File: src/rtl/if_id_fetch_buffer.sv
// IF/ID decoupling buffer: a small in-order queue of {pc, instruction} pairs
// between fetch and decode. Fetch is back-pressured through in_ready_o, decode
// stalls hold the head entry, and a branch flush empties the queue.
module if_id_fetch_buffer #(
    parameter int unsigned WIDTH = 32,
    parameter int unsigned DEPTH = 2,
    parameter int unsigned CNT_W = 3
) (
    input  logic             clk_i,
    input  logic             rst_ni,
    input  logic             flush_i,
    input  logic             freeze_i,
    input  logic             in_valid_i,
    input  logic [WIDTH-1:0] in_pc_i,
    input  logic [WIDTH-1:0] in_instruction_i,
    output logic             in_ready_o,
    output logic             out_valid_o,
    output logic [WIDTH-1:0] out_pc_o,
    output logic [WIDTH-1:0] out_instruction_o,
    output logic [CNT_W-1:0] occupancy_o
);

    localparam int unsigned PtrW = (DEPTH > 1) ? $clog2(DEPTH) : 1;
    localparam logic [CNT_W-1:0] Full = CNT_W'(DEPTH);

    logic [WIDTH-1:0] pc_q    [DEPTH];
    logic [WIDTH-1:0] instr_q [DEPTH];
    logic [PtrW-1:0]  rd_ptr_q, rd_ptr_d;
    logic [PtrW-1:0]  wr_ptr_q, wr_ptr_d;
    logic [CNT_W-1:0] count_q, count_d;
    logic             push, pop;

    // Handshake outputs and head presentation; head reads as zero when empty.
    always_comb begin
        in_ready_o        = (count_q != Full);
        out_valid_o       = (count_q != '0);
        out_pc_o          = '0;
        out_instruction_o = '0;
        if (out_valid_o) begin
            out_pc_o          = pc_q[rd_ptr_q];
            out_instruction_o = instr_q[rd_ptr_q];
        end
        occupancy_o = count_q;
    end

    // Flush overrides both push and pop; full blocks push even if a pop occurs.
    always_comb begin
        push     = in_valid_i & in_ready_o & ~flush_i;
        pop      = out_valid_o & ~freeze_i & ~flush_i;
        rd_ptr_d = rd_ptr_q;
        wr_ptr_d = wr_ptr_q;
        count_d  = count_q;
        if (flush_i) begin
            rd_ptr_d = '0;
            wr_ptr_d = '0;
            count_d  = '0;
        end else begin
            // DEPTH is a power of two, so natural pointer overflow is the wrap.
            if (push) wr_ptr_d = wr_ptr_q + PtrW'(1);
            if (pop)  rd_ptr_d = rd_ptr_q + PtrW'(1);
            if (push && !pop) begin
                count_d = count_q + CNT_W'(1);
            end else if (pop && !push) begin
                count_d = count_q - CNT_W'(1);
            end
        end
    end

    // Pointer and occupancy state.
    always_ff @(posedge clk_i or negedge rst_ni) begin
        if (!rst_ni) begin
            rd_ptr_q <= '0;
            wr_ptr_q <= '0;
            count_q  <= '0;
        end else begin
            rd_ptr_q <= rd_ptr_d;
            wr_ptr_q <= wr_ptr_d;
            count_q  <= count_d;
        end
    end

    // Entry storage; cleared on reset so no stale pair survives.
    always_ff @(posedge clk_i or negedge rst_ni) begin
        if (!rst_ni) begin
            for (int i = 0; i < DEPTH; i++) begin
                pc_q[i]    <= '0;
                instr_q[i] <= '0;
            end
        end else if (push) begin
            pc_q[wr_ptr_q]    <= in_pc_i;
            instr_q[wr_ptr_q] <= in_instruction_i;
        end
    end

endmodule

File: config.mk
export PLATFORM = sky130hd
export DESIGN_NAME = if_id_fetch_buffer
export DESIGN_NICKNAME = d
export VERILOG_FILES = /design/src/rtl/if_id_fetch_buffer.sv
export SDC_FILE = /design/constraint.sdc
export NUM_CORES = 1
export LEC_CHECK = 0
export ABC_AREA = 1
export BUFFER_PORTS_ARGS = -buffer_cell sky130_fd_sc_hd__clkbuf_2
export CAP_MARGIN = 5
export CORE_MARGIN = 5
export CORE_UTILIZATION = 50
export CTS_CLUSTER_SIZE = 30
export DETAILED_ROUTE_END_ITERATION = 10
export HOLD_SLACK_MARGIN = 0.02
export PLACE_DENSITY = 0.77
export SYNTH_ARGS = -nofsm -noshare
export SYNTH_HDL_FRONTEND = slang
export SYNTH_SLANG_ARGS = --single-unit
File: constraint.sdc
create_clock -name clk_i -period 1.8 [get_ports clk_i]
set_clock_uncertainty 0.1 [all_clocks]
set_input_delay 0.18 -clock clk_i [delete_from_list [all_inputs] [get_ports clk_i]]
set_output_delay 0.18 -clock clk_i [all_outputs]
set_load 0.03 [all_outputs]
## Word level (Yosys, flattened, before mapping)

Cells that the tools add are included.

| storage, ports and cells | value |
|---|---|
| register bits | 133 |
| bits in latches | 0 |
| RAM bits | 0 |
| ROM bits | 0 |
| bits of input ports | 69 |
| memories | 0 |

| operators by class | value |
|---|---|
| add/sub/neg operators | 4 |
| multipliers | 0 |
| div/mod/pow operators | 0 |
| order comparisons | 3 |
| equality and inequality tests | 1 |
| shifts and indexed selects | 0 |
| multiplexer cells | 19 |
| bitwise operators | 8 |
| reductions and logical operators | 9 |

Operators with widths:

| operator | count |
|---|---|
| $mux W32 | 9 |
| $bwmux W64 | 2 |
| $demux W32 S1 | 1 |
| $mux W3 | 3 |
| $reduce_bool A3 Y1 | 2 |
| $and A1 B1 Y1 | 4 |
| $ge A2 B2 Y1 const B | 2 |
| $mux W1 | 4 |
| $not A1 Y2 | 2 |
| $reduce_bool A2 Y1 | 2 |
| $add A3 B1 Y3 const B | 1 |
| $logic_and A1 B1 Y1 | 3 |
| $ne A3 B2 Y1 const B | 1 |
| $sub A3 B1 Y3 const B | 1 |
| $add A1 B1 Y1 const B | 2 |
| $logic_not A1 Y1 | 2 |
| $lt A2 B1 Y1 const B | 1 |
| $not A1 Y1 | 2 |

## Depth between registers and ports, before layout

| depth | value |
|---|---|
| depth after elaboration | 8 |
| depth in mapped cells | 11 |
| gate-level depth less buffers | 11 |

## Worst setup path after synthesis

No wires, ideal clock.

| timing path | value |
|---|---|
| path kind | register to register |
| from | reg count_q[1] (netlist: occupancy_o[1]) |
| to | reg count_q[2] (netlist: occupancy_o[2]) |
| arrival | 1.847 ns |
| setup slack | -0.265 ns |
| cell stages (with the launch flop) | 12 |
| cell sequence | dfrtp_1 > inv_1 > nand2_1 > nand2_1 > inv_1 > nor2_1 > fa_1 > xnor2_1 > o21bai_1 > nand2_1 > nand2_1 > nand2_1 |

| on the way | value |
|---|---|
| cells in the longest elaborated chain, start to end | 7 |
| elaborated cells on any way between the ends | 16 |
| classes of those cells | 2 x add/sub; 1 x eq/ne; 3 x mux; 4 x bitwise; 6 x reduce/logical |

RTL lines:

| item | RTL line | RTL |
|---|---|---|
| start: declaration | 30 | `logic [CNT_W-1:0] count_q, count_d;` |
| start signal: assignment | 78 | `count_q <= count_d;` |
| parallel branches: the longest is 7 deep, another holds $sub A3 B1 Y3 | - |  |

Several ways; the timed one is not identified. The select of a mux whose other input is x is not followed.
A chain may end at the register's enable or synchronous reset.

## Worst setup path after layout

| timing path | value |
|---|---|
| from | reg count_q[0] (netlist: occupancy_o[0]) |
| to | out out_pc_o[9] |

| on the way | value |
|---|---|
| cells in the longest elaborated chain, start to end | 2 |

RTL lines:

| item | RTL line | RTL |
|---|---|---|
| $reduce_bool A3 Y1 | 36 | `out_valid_o = (count_q != '0);` |
| $mux W32 | 39 | `if (out_valid_o) begin` |
| end: declaration | 18 | `output logic [WIDTH-1:0] out_pc_o,` |

No other way between the ends.

==> run metrics <==
status finished, violations left; failing checks setup timing; TritonCTS clock tree done; global-route usage over all layers 23.4%; sequential-to-total area share from yosys stat 49.7%; final setup violation count 66; CP Class reg2out; clock slew at reported path FFs 0.05 ns; RSZ-0062 raised after global routing true; WL/cell 14.5 um; area grow syn2layout 41.5%; cts bufs inserted 17; flop and latch count out of synthesis 133; kind of end point of the critical path output port; Iter 0 DRT Violations 463; remaining routing DRC violations 0; Final Wtd Congestion 0.813; grt total ovfl 0; most frequent cells in the layout nand2_1, dfrtp_1, inv_1, clkbuf_2, o21ai_0; Layout Nets 1130; row count 42; CTS Sinks 133; DP Wirelength 9670 um; max-cap viol count 0; YS warnings 0; Slew HR 78.2%; clk buf depth 2; buffer type at the clock tree root clkbuf_16; Cell variety after synth 24; crit share post-route 107%; max-slew violation count 0; Synth Net Count 932; Clk Latency, worst-skew pair 0.41 ns; DP Cell Count 1147; Critical Path RT 1.52 ns; post-route ant nets 0; Critical Path AT 1.65 ns; HP Class in2reg; port bufs 137; die height 126 um; Util after Layout 71.8%; Fin. Hold Viols 0; Hold Slack 0.0473 ns; largest net degree at the start of global routing 65; H-tree Lvls 4; final worst slack -0.126 ns; syn_area_per_cell 7.76 um^2; fin cells 1248; setup TNS -5.38 ns; initial antenna violation count 0; Mapped Area 6690 um^2; CP Launch Type register; vias in the first global route 6293; Syn Inst Count 862; Detailed Route WL 18100 um; die span in x 126 um; leakage power 5.40 nW; drt pass-1 iters 5; f_max 0.519 GHz; Die ar. 15800 um^2; Power Dens Cells 1970 nW/um^2; # IOs 138; initial core utilization 50.7%; Via Count 6056; most common cell after layout, fill and taps aside nand2_1; Final Critical Period 1.93 ns; peak supply drop 0.00127 V; slew of the pin with the lowest slew margin 0.327 ns; Core Box Area 13200 um^2; number of inserted diodes 0; critical path peak fanout 34; fraction of layout cells with a size suffix above 1 25.7%; vias per cell 4.85; first-pass GRT wire length 29900 um
==> cell families after synthesis <==
family,Yosys count,share of synthesized area (%)
and+or+nand+nor,409,23.9
adders and majority gates,1,0.299
buffers and inverters,184,12.8
AOI/OAI and AO/OA,134,13.1
DFF,133,49.7
xor gates and xnor gates,1,0.131
==> final timing paths <==
| path | slack [ns] | depth (start not counted) | end | start |
|---|---|---|---|---|
| worst max-delay path | -0.13 | 6 | out_pc_o[9] | occupancy_o[0]$_DFFE_PN0P_ |
| worst min-delay path | 0.05 | 4 | wr_ptr_q$_DFFE_PN0P_ | in_valid_i |
| worst max register to register | -0.07 | 10 | occupancy_o[2]$_DFFE_PN0P_ | occupancy_o[0]$_DFFE_PN0P_ |
| worst min register to register | 0.38 | 2 | pc_q[63]$_DFFE_PN0P_ | pc_q[63]$_DFFE_PN0P_ |
| max in group asynchronous | 0.92 | 3 | rd_ptr_q$_DFFE_PN0P_ | rst_ni |
| min in group asynchronous | 0.08 | 2 | instr_q[41]$_DFFE_PN0P_ | rst_ni |
==> per-stage QoR <==
stage	power, W	cell area (um^2)	setup WS, ns
after global routing	0.0199	9470	-0.189
after detailed placement	0.0132	7550	-0.0512
after CTS	0.0183	9440	-0.120
final	0.0187	9470	-0.126
after global placement	0.0130	7550	0.0162
after floorplan	0.0111	6710	-0.0908
==> what timing repair did <==
| action | 4_1_cts | 5_1_grt |
|---|---|---|
| pin swaps | 2 | 2 |
| setup buffers | 3 | 0 |
| resized for setup | 136 | 37 |
| setup endpoints to repair | 67 | 82 |
| hold buffers | 66 | 0 |
| endpoints found under the hold margin | 263 | 0 |
| gates cloned | 2 | 1 |
==> critical path: stages (launching register included) <==
cell	delay [ns]
dfrtp_2	0.43
nor2_4	0.19
nand2_4	0.10
buf_12	0.18
nand2_1	0.11
inv_1	0.04
clkbuf_4	0.17
==> cells in the mapped netlist, drive strengths merged <==
cell / number / share of area [%]
xnor2: 1 / 0.13
fa: 1 / 0.30
or2: 1 / 0.13
clkbuf: 19 / 1.1
o21ai: 131 / 13
inv: 135 / 7.6
dfrtp: 133 / 50
o21bai: 1 / 0.11
nor2: 3 / 0.21
nand3: 7 / 0.71
nand2: 398 / 23
buf: 30 / 4.1
a21oi: 2 / 0.15
==> power breakdown <==
| part | total, W | switching, W | internal [W] |
|---|---|---|---|
| Sequential | 0.00527 | 0.000824 | 0.00445 |
| Clock | 0.00321 | 0.00117 | 0.00203 |
| Combinational | 0.0102 | 0.00596 | 0.00424 |
==> flip-flops by register name, indices dropped and copies added, names as in the netlist <==
name and flops:
occupancy_o 3, instr_q 64, rd_ptr_q 1, pc_q 64, wr_ptr_q 1
==> layout make-up <==
cell class                      count  area (um^2)
Fill cell                         953         3720
Inverter                          135          512
Sequential cell                   133         3330
Tap cell                          176          220
Clock inverter                      4         45.0
Multi-Input combinational cell    545         2550
Clock buffer                       27          503
Timing Repair Buffer              228         2300
==> routing by layer <==
layer,GRT usage (%),vias to the layer above,wire [um]
li1,-,2970,-
met1,27.0,2839,7140
met2,41.2,208,9450
met3,5.88,39,1020
met4,10.1,0,453
met5,0,-,0
Power figures use the tool's default switching activity.
